--- src/rtl/fetch_unit.sv ---
// rtl/fetch_unit.sv - instruction fetch stage: PC, fetch address, IF/ID register
module fetch_unit #(
    parameter logic [31:0] RESET_PC  = 32'h0000_0000,
    parameter logic [31:0] PC_INCR   = 32'h1000_0000,
    parameter logic [31:0] BAD_INSTR = 32'h0FFF_FFFF
) (
    input  logic        clk,
    input  logic        rst,
    input  logic        stall,
    input  logic        branch_taken,
    input  logic [31:0] branch_target,
    output logic [31:0] mem_address,
    input  logic [31:0] mem_instruction,
    output logic [31:0] if_id_instr,
    output logic [31:0] if_id_pc,
    output logic [31:0] if_id_pc_next,
    output logic        if_id_valid,
    output logic        halted,
    output logic [15:0] fetch_count
);

    typedef enum logic [1:0] {
        IDLE  = 2'd0,
        FETCH = 2'd1,
        HALT  = 2'd2
    } state_t;

    state_t      state;
    state_t      state_next;
    logic [31:0] pc;
    logic        bad_word;
    logic        flush;
    logic        capture;
    logic        halt_hit;
    logic        resume;

    // State register
    always_ff @(posedge clk) begin
        if (!rst) begin
            state <= IDLE;
        end else begin
            state <= state_next;
        end
    end

    // Next-state: one bubble out of IDLE, halt on sentinel, leave HALT only on redirect
    always_comb begin
        state_next = state;
        case (state)
            IDLE:    state_next = FETCH;
            FETCH:   if (!branch_taken && !stall && bad_word) state_next = HALT;
            HALT:    if (branch_taken) state_next = FETCH;
            default: state_next = IDLE;
        endcase
    end

    // Control decode: redirect beats stall, stall beats halt detection, halt beats capture
    always_comb begin
        bad_word    = (mem_instruction == BAD_INSTR);
        flush       = (state == FETCH) && branch_taken;
        capture     = (state == FETCH) && !branch_taken && !stall && !bad_word;
        halt_hit    = (state == FETCH) && !branch_taken && !stall && bad_word;
        resume      = (state == HALT) && branch_taken;
        mem_address = pc;
    end

    // PC and IF/ID pipeline register update
    always_ff @(posedge clk) begin
        if (!rst) begin
            pc            <= RESET_PC;
            if_id_instr   <= 32'h0;
            if_id_pc      <= 32'h0;
            if_id_pc_next <= 32'h0;
            if_id_valid   <= 1'b0;
            halted        <= 1'b0;
            fetch_count   <= 16'h0;
        end else begin
            // Redirect is honoured in every state, including the IDLE bubble
            if (branch_taken) begin
                pc <= branch_target;
            end else if (capture) begin
                pc <= pc + PC_INCR;
            end

            if (flush) begin
                if_id_valid <= 1'b0;
                if_id_instr <= 32'h0;
            end else if (capture) begin
                if_id_instr   <= mem_instruction;
                if_id_pc      <= pc;
                if_id_pc_next <= pc + PC_INCR;
                if_id_valid   <= 1'b1;
                fetch_count   <= fetch_count + 16'd1;
            end else if (halt_hit) begin
                if_id_valid <= 1'b0;
            end

            if (halt_hit) begin
                halted <= 1'b1;
            end else if (resume) begin
                halted <= 1'b0;
            end
        end
    end

endmodule

--- config.mk ---
export PLATFORM = sky130hd
export DESIGN_NAME = fetch_unit
export DESIGN_NICKNAME = d
export VERILOG_FILES = /design/src/rtl/fetch_unit.sv
export SDC_FILE = /design/constraint.sdc
export NUM_CORES = 1
export LEC_CHECK = 0
export BUFFER_PORTS_ARGS = -buffer_cell sky130_fd_sc_hd__buf_2
export CAP_MARGIN = 40
export CORE_MARGIN = 5
export CORE_UTILIZATION = 47
export DETAILED_ROUTE_END_ITERATION = 12
export HOLD_SLACK_MARGIN = 0.08
export PLACE_DENSITY = 0.88
export SLEW_MARGIN = 15
export SYNTH_ARGS = -nofsm -noshare
export SYNTH_HDL_FRONTEND = slang
export SYNTH_SLANG_ARGS = --single-unit
--- constraint.sdc ---
create_clock -name clk -period 2.1 [get_ports clk]
set_input_delay 0.105 -clock clk [delete_from_list [all_inputs] [get_ports clk]]
set_output_delay 0.105 -clock clk [all_outputs]
set_load 0.02 [all_outputs]
# ---- Word-level counts from Yosys, hierarchy flattened
# Cells that the tools add are included.
dict set report op_classes {
  addsub 2
  n_eq_ne 5
  muxes 9
  bitwise_logic 2
  reduce_logical 18
}
# op count
set ops {}
lappend ops {{$mux 32} 2}
lappend ops {{$add 32x29->32 const B} 1}
lappend ops {{$eq 32x28->1 const B} 1}
lappend ops {{$add 16x1->16 const B} 1}
lappend ops {{$logic_and 1x1->1} 8}
lappend ops {{$pmux 2 s3} 1}
lappend ops {{$reduce_bool 2->1} 3}
lappend ops {{$mux 1} 4}
lappend ops {{$mux 2} 2}
lappend ops {{$ne 2x2->1 const B} 2}
lappend ops {{$reduce_and 2->1} 2}
lappend ops {{$logic_not 1->1} 3}
lappend ops {{$eq 2x1->1 const B} 1}
lappend ops {{$eq 2x2->1 const B} 1}
lappend ops {{$logic_not 2->1} 1}
lappend ops {{$not 1->1} 2}
lappend ops {{$reduce_or 2->1} 1}
dict set report word_totals {
  ff_bits 148
  inputBits 68
  output_inout_bits 146
  word_cells 44
}

# ---- Longest topological paths before layout
# Gate-level depths: netlist of run 1.
dict set report depth {
  word_depth 6
  ltp_mapped 9
  ltp_nobuf 5
}

# ---- Worst setup path after synthesis of run 1
# Ideal clock, no wire load.
dict set report synth_path {
  path_type {register to register}
  start {reg fetch_count[0]}
  end {reg fetch_count[12]}
  setup_time_ns 0.070
  arrival_time_ns 1.786
  required_ns 2.030
  slack_ns 0.243
  path_stages_with_launch 7
  n_path_buf 1
  period_less_slack_ns 1.857
  cell_sequence {dfxtp_1 ha_1 nand2_1 or2_2 buf_1 or4_1 a21oi_1}
}
dict set report synth_via {
  elab_chain_len 1
}
# element line_no
set synth_rtl {}
lappend synth_rtl {{from (decl)} 19} ;# output logic [15:0] fetch_count
lappend synth_rtl {{from (signal assigned)} 93} ;# fetch_count <= fetch_count + 16'd1;
lappend synth_rtl {{$add 16x1->16} 93}
# Every way passes these cells.
# A chain may end at the register's enable or synchronous reset.

# ---- Final worst setup path of run 1
dict set report layout_path {
  start {in mem_instruction[30]}
  end {reg if_id_pc[26]}
}
dict set report layout_via {
  elab_chain_len 4
}
# element line_no
set layout_rtl {}
lappend layout_rtl {{from (decl)} 13} ;# input logic [31:0] mem_instruction,
lappend layout_rtl {{$eq 32x28->1} 59} ;# bad_word = (mem_instruction == BAD_INSTR);
lappend layout_rtl {{$logic_not 1->1} 61} ;# capture = (state == FETCH) && !branch_taken && !stall && !bad_word;
lappend layout_rtl {{$logic_and 1x1->1} 61}
lappend layout_rtl {{$reduce_and 2->1 (no line)} -}
lappend layout_rtl {{to (signal assigned)} 90} ;# if_id_pc <= pc;
lappend layout_rtl {{to (decl)} 15} ;# output logic [31:0] if_id_pc,
# Every way passes these cells.

==> flow_metrics.tcl, run 1 <==
set metrics [dict create \
    clock_sinks 120 \
    avgSynthCellArea_um2 8.55 \
    gr-total-overflow 0 \
    min_path_cells 7 \
    rr_worst_depth 6 \
    reg2reg_to "fetch_count[8]$_SDFFE_PN0P_" \
    final_common_cell "buf_2" \
    via_per_inst 5.06 \
    synth_cell_types 39 \
    worstPathRequired_ps 2520 \
    min_from "mem_instruction[29]" \
    max_freq_ghz 0.506 \
    areaGrowthSynthToFinish_pct 47.5 \
    hpwl_um 8950 \
    num-fill-cells 732 \
    post-place-cells 853 \
    tightest_slew_ps 722 \
    setup_violations 0 \
    ant_nets 0 \
    slew_violations 0 \
    drc 0 \
    drive_gt1_share_pct 32.4 \
    multi_input_comb_area_um2 1930 \
    place_congestion 0.898 \
    cp-end-kind "register" \
    status "finished, final reports clean" \
    startpoint "mem_instruction[30]" \
    dieWidth_um 111 \
    worstSetupPathType "primary input to register" \
    root_buffer "clkbuf_8" \
    die_y_um 111 \
    wl_um 14900 \
    initialDrtViolationCount 334 \
    yosysWarningCount 0 \
    final_core_util_pct 71.4 \
    syn_inst 556 \
    clk_pin_slew_worst_paths_ps 60 \
    worst_setup_path_start_kind "primary input" \
    grt_pass1_wl_um 24200 \
    pre_cts_ws_ps 17.4 \
    grt_max_degree 45 \
    tns_ps 0 \
    cts_tree "yes" \
    coreArea_um2 9820 \
    numCtsBuffers 17 \
    start_util_pct 48.4 \
    ys_seq_area_share_pct 50.6 \
    dr_total_vias 4826 \
    power.density_nw_per_um2 833 \
    switching_share_pct 23.9 \
    ir_drop_mv 0.483 \
    antenna_found_initial 1 \
    p_switching_mw 1.40 \
    cp.arrival_ps 2390 \
    clock_skew_ps 9.00 \
    clock_latency_ps 500 \
    ff2ff_setup_slack_ps 210 \
    seqPwrFrac_pct 41.1 \
    io_pins 214 \
    power.leakage_nw 3.26 \
    wl_per_cell_um 15.6 \
    whs_endpoint "halted$_SDFFE_PN0P_" \
    internal_power_mw 4.44 \
    p_clk_share_pct 48.8 \
    combPwrFrac_pct 10.1 \
    netlist_area_um2 4750 \
    hold_class "primary input to register" \
    post_cts_buffers 0 \
    final_nets 876 \
    layout_min_cycle_time_ps 1980 \
    max-slew-margin-rel_pct 51.7 \
    seq_area_um2 2400 \
    cp_max_fo 42 \
    regToRegStartpoint "state[0]$_SDFFE_PN0P_" \
    die_area_um2 12200 \
    final_area_um2 7010 \
    ys_ff_latch 120 \
    cts_buffer_depth 2 \
    grt_usage_pct 23.8 \
    cts.htree.levels 4 \
    fin_crit_sh_pct 94.2 \
    fin_ws_ps 122 \
    grt_pass1_vias 4706 \
    max-cap-violations 0 \
    total_power_mw 5.84 \
    num_rows 36 \
    synthesis.nets 626 \
    port_buffers 213 \
    whs_ps 347 \
    layout_common_cells "213 x buf_2, 152 x nand2_1, 120 x dfxtp_1" \
    dr.pass1.iters 5 \
    fin_cells 953 \
    dpl_cell_area_um2 5750 \
    hold_viol 0 \
    grt_setup_unrepaired "no" \
]
## layer usage
metal | routed length, µm | up-vias | global-route usage, %
li1 | - | 2344 | -
met1 | 5890 | 2253 | 26.4
met2 | 7650 | 207 | 42.7
met3 | 1050 | 22 | 7.55
met4 | 294 | 0 | 8.70
met5 | 0 | - | 0
## worst max path at each step
stage | slack [ps] | end
after floorplan | 240 | fetch_count[12]$_SDFFE_PN0P_
after global placement | 80 | if_id_pc[23]$_SDFFE_PN0P_
after detailed placement | 20 | if_id_pc[26]$_SDFFE_PN0P_
after CTS | 40 | if_id_pc[26]$_SDFFE_PN0P_
after global routing | 10 | if_id_pc[26]$_SDFFE_PN0P_
final | 120 | if_id_pc[26]$_SDFFE_PN0P_
## cell usage after synthesis (all sizes together)
master	n	area share, %
nand2	153	12
dfxtp	120	51
a21oi	80	8.4
buf	40	7.0
nor2	34	2.7
mux2i	29	6.1
clkbuf	23	1.8
o21ai	9	0.95
nand4	8	1.1
nand3	6	0.63
o21a	6	0.95
o31ai	5	0.79
or4	5	0.79
and3	4	0.53
inv	4	0.32
or3	4	0.53
a31oi	3	0.39
nand4b	3	0.55
a211oi	2	0.32
ha	2	0.53
nor4	2	0.58
xnor2	2	0.37
xor2	2	0.37
a2111oi	1	0.18
a21o	1	0.16
a221oi	1	0.18
a31o	1	0.18
and4	1	0.18
nand2b	1	0.13
nor2b	1	0.13
nor3b	1	0.16
or2	1	0.13
or4b	1	0.29
## critical path: stages
cell and delay, ps:
dlygate4sd3_1 540, buf_2 140, or4b_4 490, nor4_4 260, a21o_2 250, buf_12 210, buf_4 180, nand2_1 50
a21oi_1 150
## layout make-up
| type | instances | area share (%) |
|---|---|---|
| sequential | 120 | 34.3 |
| multi-input combinational | 369 | 27.6 |
| timing repair buffer | 294 | 27.2 |
| clock buffer | 20 | 6.21 |
| tap | 133 | 2.37 |
| clock inverter | 12 | 2.16 |
| inverter | 4 | 0.214 |
| antenna | 1 | 0.0357 |
## timing repair
| item | in CTS | in global routing |
|---|---|---|
| endpoints found under the setup margin | 0 | 17 |
| hold buffers | 66 | 1 |
| endpoints found under the hold margin | 70 | 1 |
| gates resized for setup | 0 | 1 |
## power groups by stage
stage | Clock, mW | Combinational [mW] | Sequential (mW)
3_5_place_dp | 0 | 0.477 | 2.44
4_1_cts | 2.89 | 0.571 | 2.39
3_3_place_gp | 0 | 0.470 | 2.44
6_report | 2.85 | 0.590 | 2.40
2_1_floorplan | 0 | 0.212 | 2.52
5_1_grt | 2.99 | 0.634 | 2.40
## registers in the layout, indices dropped and copies added (netlist names)
| name | count |
|---|---|
| state | 2 |
| if_id_pc | 32 |
| if_id_instr | 32 |
| if_id_pc_next | 4 |
| halted | 1 |
| fetch_count | 16 |
| mem_address | 32 |
| if_id_valid | 1 |
## cell families after synthesis
kind of cell / Yosys count / synth area share [%]
XOR/XNOR: 4 / 0.737
multiplexers: 29 / 6.11
AND/OR/NAND/NOR: 225 / 20.5
flip-flops: 120 / 50.6
AO/OA/AOI/OAI: 109 / 12.5
adder cells (fa/ha/maj): 2 / 0.527
buffers and inverters: 67 / 9.08
No activity file was read; power rests on OpenSTA's default activity.
==> run 2, diff against run 1 <==
--- a/config.mk
+++ b/config.mk
@@ -12,7 +12,8 @@
 export DETAILED_ROUTE_END_ITERATION = 12
 export HOLD_SLACK_MARGIN = 0.08
 export PLACE_DENSITY = 0.88
-export SLEW_MARGIN = 15
+export SETUP_SLACK_MARGIN = 0.5
+export SLEW_MARGIN = 0
 export SYNTH_ARGS = -nofsm -noshare
 export SYNTH_HDL_FRONTEND = slang
 export SYNTH_SLANG_ARGS = --single-unit
==> flow_metrics.tcl, run 2 (same netlist as run 1, synthesis figures left out) <==
set metrics [dict create \
    seq_area_um2 2420 \
    final_common_cell "buf_2" \
    port_buffers 213 \
    wl_um 15900 \
    layout_min_cycle_time_ps 1650 \
    layout_common_cells "213 x buf_2, 152 x nand2_1, 111 x dfxtp_1" \
    root_buffer "clkbuf_8" \
    initialDrtViolationCount 405 \
    place_congestion 0.822 \
    hold_class "primary input to register" \
    power.leakage_nw 3.40 \
    power.density_nw_per_um2 824 \
    worst_setup_path_start_kind "register" \
    dr.pass1.iters 6 \
    max-cap-violations 0 \
    final_core_util_pct 74.6 \
    die_area_um2 12200 \
    areaGrowthSynthToFinish_pct 54.1 \
    drive_gt1_share_pct 36.5 \
    total_power_mw 6.03 \
    grt_pass1_vias 5124 \
    multi_input_comb_area_um2 2000 \
    grt_pass1_wl_um 25500 \
    num-fill-cells 708 \
    coreArea_um2 9820 \
    clock_latency_ps 500 \
    numCtsBuffers 17 \
    routed.top_layer "met4" \
    wl_met1_um 6230 \
    wl_met2_um 8170 \
    max_freq_ghz 0.606 \
    clk_pin_slew_worst_paths_ps 60 \
    cp_max_fo 8 \
    ant_nets 0 \
    worstSetupPathType "register to register" \
    antenna_found_initial 1 \
    hpwl_um 9160 \
    start_util_pct 48.4 \
    slew_violations 0 \
    internal_power_mw 4.58 \
    tightest_slew_ps 563 \
    p_switching_mw 1.45 \
    seqPwrFrac_pct 39.7 \
    fin_crit_sh_pct 78.6 \
    gr-total-overflow 0 \
    cts.htree.levels 4 \
    drc 0 \
    combPwrFrac_pct 10.2 \
    io_pins 214 \
    p_clk_share_pct 50.1 \
    clock_skew_ps 8.43 \
    grt_setup_unrepaired "yes" \
    grt_usage_pct 25.1 \
    wl_per_cell_um 16.4 \
    wl_met3_um 974 \
    num_rows 36 \
    via_per_inst 5.18 \
    cp-end-kind "register" \
    die_y_um 111 \
    worstPathRequired_ps 2520 \
    dr_total_vias 5016 \
    grt_max_degree 58 \
    ir_drop_mv 0.535 \
    dieWidth_um 111 \
    switching_share_pct 24.1 \
    clock_sinks 120 \
    cp.arrival_ps 2070 \
    status "finished, final reports clean" \
    hold_viol 0 \
    cts_buffer_depth 2 \
    tns_ps 0 \
    setup_violations 0 \
    cts_tree "yes" \
    final_nets 891 \
    max-slew-margin-rel_pct 61.5 \
]
-- run 2: cell count changes in the layout (fill, tap and decap cells not counted), sizes merged --
| cell | previous run | this run |
|---|---|---|
| clkinvlp | 2 | 3 |
| clkinv | 7 | 3 |
| buf | 227 | 240 |
| bufbuf | 0 | 2 |
| inv | 4 | 7 |
| clkbuf | 20 | 21 |
| dlygate4sd3 | 67 | 66 |
-- run 2: path summary, 6_finish.rpt --
kind / start / to / slack [ps] / cells past startpoint
worst max register to register: state[0]$_SDFFE_PN0P_ / fetch_count[10]$_SDFFE_PN0P_ / 450 / 6
worst min register to register: if_id_pc_next[30]$_SDFFE_PN0P_ / if_id_pc_next[30]$_SDFFE_PN0P_ / 450 / 2
worst min-delay path: branch_taken / if_id_valid$_SDFFE_PP0P_ / 120 / 5
worst max-delay path: state[0]$_SDFFE_PN0P_ / fetch_count[10]$_SDFFE_PN0P_ / 450 / 6
-- run 2: final cells by class --
cell class,instances,area share (%)
sequential,120,33.1
timing repair buffer,309,28.4
clock buffer,20,6.37
antenna,1,0.0342
clock inverter,12,2.20
multi-input combinational,369,27.4
tap,133,2.27
inverter,4,0.205
-- run 2: worst max-delay path, cell delays in order, from the launching register on --
cell	delay, ps
dfxtp_2	330
nor2b_4	150
nand2_2	70
a21o_4	220
buf_12	140
or4_4	490
a21oi_2	170
-- run 2: stage by stage --
step	setup WS, ps	area (µm²)	instances	hold slack, ps
finish	449	7320	968	116
global route	388	7320	968	129
CTS	500	7240	963	89.7
detailed placement	256	5760	851	349
global placement	329	5760	851	336
floorplan	428	4790	556	241
-- run 2: repair_timing --
item	in CTS	in global routing
gates cloned	2	1
hold buffers	66	0
hold endpoints to repair	70	0
endpoints found under the setup margin	77	21
pin swaps	4	6
buffers inserted	12	3
gates resized for setup	11	9
-- run 2: routing by layer --
metal,up-vias,track usage [%]
met5,-,0
met4,0,11.3
met3,49,6.07
met2,243,44.6
met1,2339,28.1
li1,2385,-
-- run 2: power by group through the flow --
stage                     registers (mW)  logic, mW  clock network, mW
final                               2.39      0.618               3.02
after CTS                           2.39      0.593               3.06
after global placement              2.44      0.468                  0
after detailed placement            2.44      0.473                  0
after floorplan                     2.52      0.213                  0
after global routing                2.40      0.666               3.17
==> run 3, diff against run 2 <==
--- a/config.mk
+++ b/config.mk
@@ -8,10 +8,10 @@
 export BUFFER_PORTS_ARGS = -buffer_cell sky130_fd_sc_hd__buf_2
 export CAP_MARGIN = 40
 export CORE_MARGIN = 5
-export CORE_UTILIZATION = 47
+export CORE_UTILIZATION = 42
 export DETAILED_ROUTE_END_ITERATION = 12
 export HOLD_SLACK_MARGIN = 0.08
-export PLACE_DENSITY = 0.88
+export PLACE_DENSITY = 0.83
 export SETUP_SLACK_MARGIN = 0.5
 export SLEW_MARGIN = 0
 export SYNTH_ARGS = -nofsm -noshare
==> constraint.sdc (replaced) <==
create_clock -name clk -period 1.4 [get_ports clk]
set_input_delay 0.07 -clock clk [delete_from_list [all_inputs] [get_ports clk]]
set_output_delay 0.07 -clock clk [all_outputs]
set_load 0.02 [all_outputs]
==> flow_metrics.tcl, run 3 (same netlist as run 1, synthesis figures left out) <==
set metrics [dict create \
    fin_ws_ps -431 \
    num_rows 38 \
    die_area_um2 13500 \
    worstPathRequired_ps 1740 \
    dr.pass1.iters 6 \
    min_path_cells 4 \
    port_buffers 213 \
    cp.arrival_ps 2170 \
    final_core_util_pct 92.1 \
    max_freq_ghz 0.546 \
    worstSetupPathType "register to register" \
    hold_viol 0 \
    wl_um 28900 \
    wl_per_cell_um 26.6 \
    tns_ps -25200 \
    post-place-cells 895 \
    clock_sinks 120 \
    grt_pass1_wl_um 28400 \
    via_per_inst 5.94 \
    cts_buffer_depth 2 \
    hold_class "primary input to register" \
    antenna_found_initial 1 \
    layout_common_cells "172 x buf_6, 112 x nand2_1, 96 x dfxtp_2" \
    hpwl_um 9590 \
    drive_gt1_share_pct 65.1 \
    cp-end-kind "register" \
    initialDrtViolationCount 707 \
    worst_setup_path_start_kind "register" \
    grt_usage_pct 27.1 \
    grt_setup_unrepaired "yes" \
    violations "setup timing" \
    coreArea_um2 11000 \
    layout_min_cycle_time_ps 1830 \
    drc 0 \
    die_y_um 116 \
    ir_drop_mv 1.07 \
    power.leakage_nw 4.48 \
    max-slew-margin-rel_pct 57.6 \
    root_buffer "clkbuf_16" \
    grt_max_degree 42 \
    cts.htree.levels 4 \
    cts_tree "yes" \
    dieWidth_um 116 \
    io_pins 214 \
    max-cap-violations 0 \
    gr-total-overflow 0 \
    clock_skew_ps 12.7 \
    tightest_slew_ps 636 \
    num-fill-cells 301 \
    start_util_pct 43.3 \
    cp_max_fo 8 \
    fin_cells 1089 \
    power.density_nw_per_um2 942 \
    rr_worst_depth 10 \
    final_nets 1003 \
    ant_nets 0 \
    setup_violations 88 \
    place_congestion 0.839 \
    pre_cts_ws_ps -339 \
    grt_pass1_vias 5671 \
    areaGrowthSynthToFinish_pct 113 \
    fin_crit_sh_pct 131 \
    status "finished with violations" \
    dr_total_vias 6466 \
    numCtsBuffers 17 \
    slew_violations 0 \
    clk_pin_slew_worst_paths_ps 60 \
    clock_latency_ps 420 \
    final_common_cell "buf_6" \
]
[run 3: cell types whose count changed in the layout (fill, tap and decap cells not counted), sizes merged]
cell | before | now
buf | 240 | 348
diode | 1 | 3
clkinv | 3 | 6
clkbuf | 21 | 27
bufinv | 3 | 0
bufbuf | 2 | 0
[run 3: routing by layer]
layer	track usage, %	up-vias	part of all wire [%]
li1	-	2627	-
met4	12.5	2	7.9
met2	50.6	568	48
met1	28.2	3058	33
met3	6.79	211	11
met5	0	-	0.038
[run 3: metrics by stage]
step | hold slack [ps] | instance area [µm²] | power [mW]
finish | 176 | 10100 | 9.53
detailed placement | 310 | 6080 | 4.42
global placement | 304 | 6080 | 4.41
floorplan | 206 | 4860 | 4.10
global route | 173 | 10100 | 9.72
CTS | -6.36 | 8500 | 8.89
[run 3: area by class of cell]
class | instances | area (µm²) | share of cell area (%)
repair buffers | 421 | 4310 | 42.6
flip-flops and latches | 120 | 2610 | 25.8
multi-input cells | 369 | 2440 | 24.1
clock buffers | 20 | 478 | 4.72
well taps | 140 | 175 | 1.73
clock inverters | 12 | 90.1 | 0.890
inverters | 4 | 15.0 | 0.148
diodes | 3 | 7.51 | 0.0742
[run 3: power by group]
| group | total (mW) | internal [mW] | switching, mW |
|---|---|---|---|
| clock network | 4.31 | 2.48 | 1.83 |
| logic | 1.60 | 0.809 | 0.795 |
| registers | 3.61 | 3.50 | 0.113 |
| total | 9.53 | 6.79 | 2.74 |
[run 3: repair_timing]
action                                  in CTS  in global routing
hold endpoints to repair                    69                  6
gates resized for setup                    244                358
buffers inserted                            31                 43
hold buffers                                64                  2
endpoints found under the setup margin     238                238
cloned                                      10                  9
pin swaps                                   23                 54
[run 3: final timing paths]
| kind | start | to | slack [ps] |
|---|---|---|---|
| worst max register to register | state[0]$_SDFFE_PN0P_ | if_id_pc_next[28]$_SDFFE_PN0P_ | -430 |
| worst min-delay path | rst | if_id_instr[3]$_SDFFE_PP0P_ | 180 |
| worst max-delay path | state[0]$_SDFFE_PN0P_ | if_id_pc_next[28]$_SDFFE_PN0P_ | -430 |
| worst min register to register | mem_address[25]$_SDFFE_PN0P_ | if_id_pc[25]$_SDFFE_PN0P_ | 470 |
[run 3: worst max-delay path: stages (launching register included)]
cell and delay [ps]:
dfxtp_2 340, nor2b_4 170, nand2_2 90, buf_6 150
a21oi_4 200, buf_6 160, buf_12 130, buf_6 100
buf_12 140, o21ai_2 90, a21oi_2 180
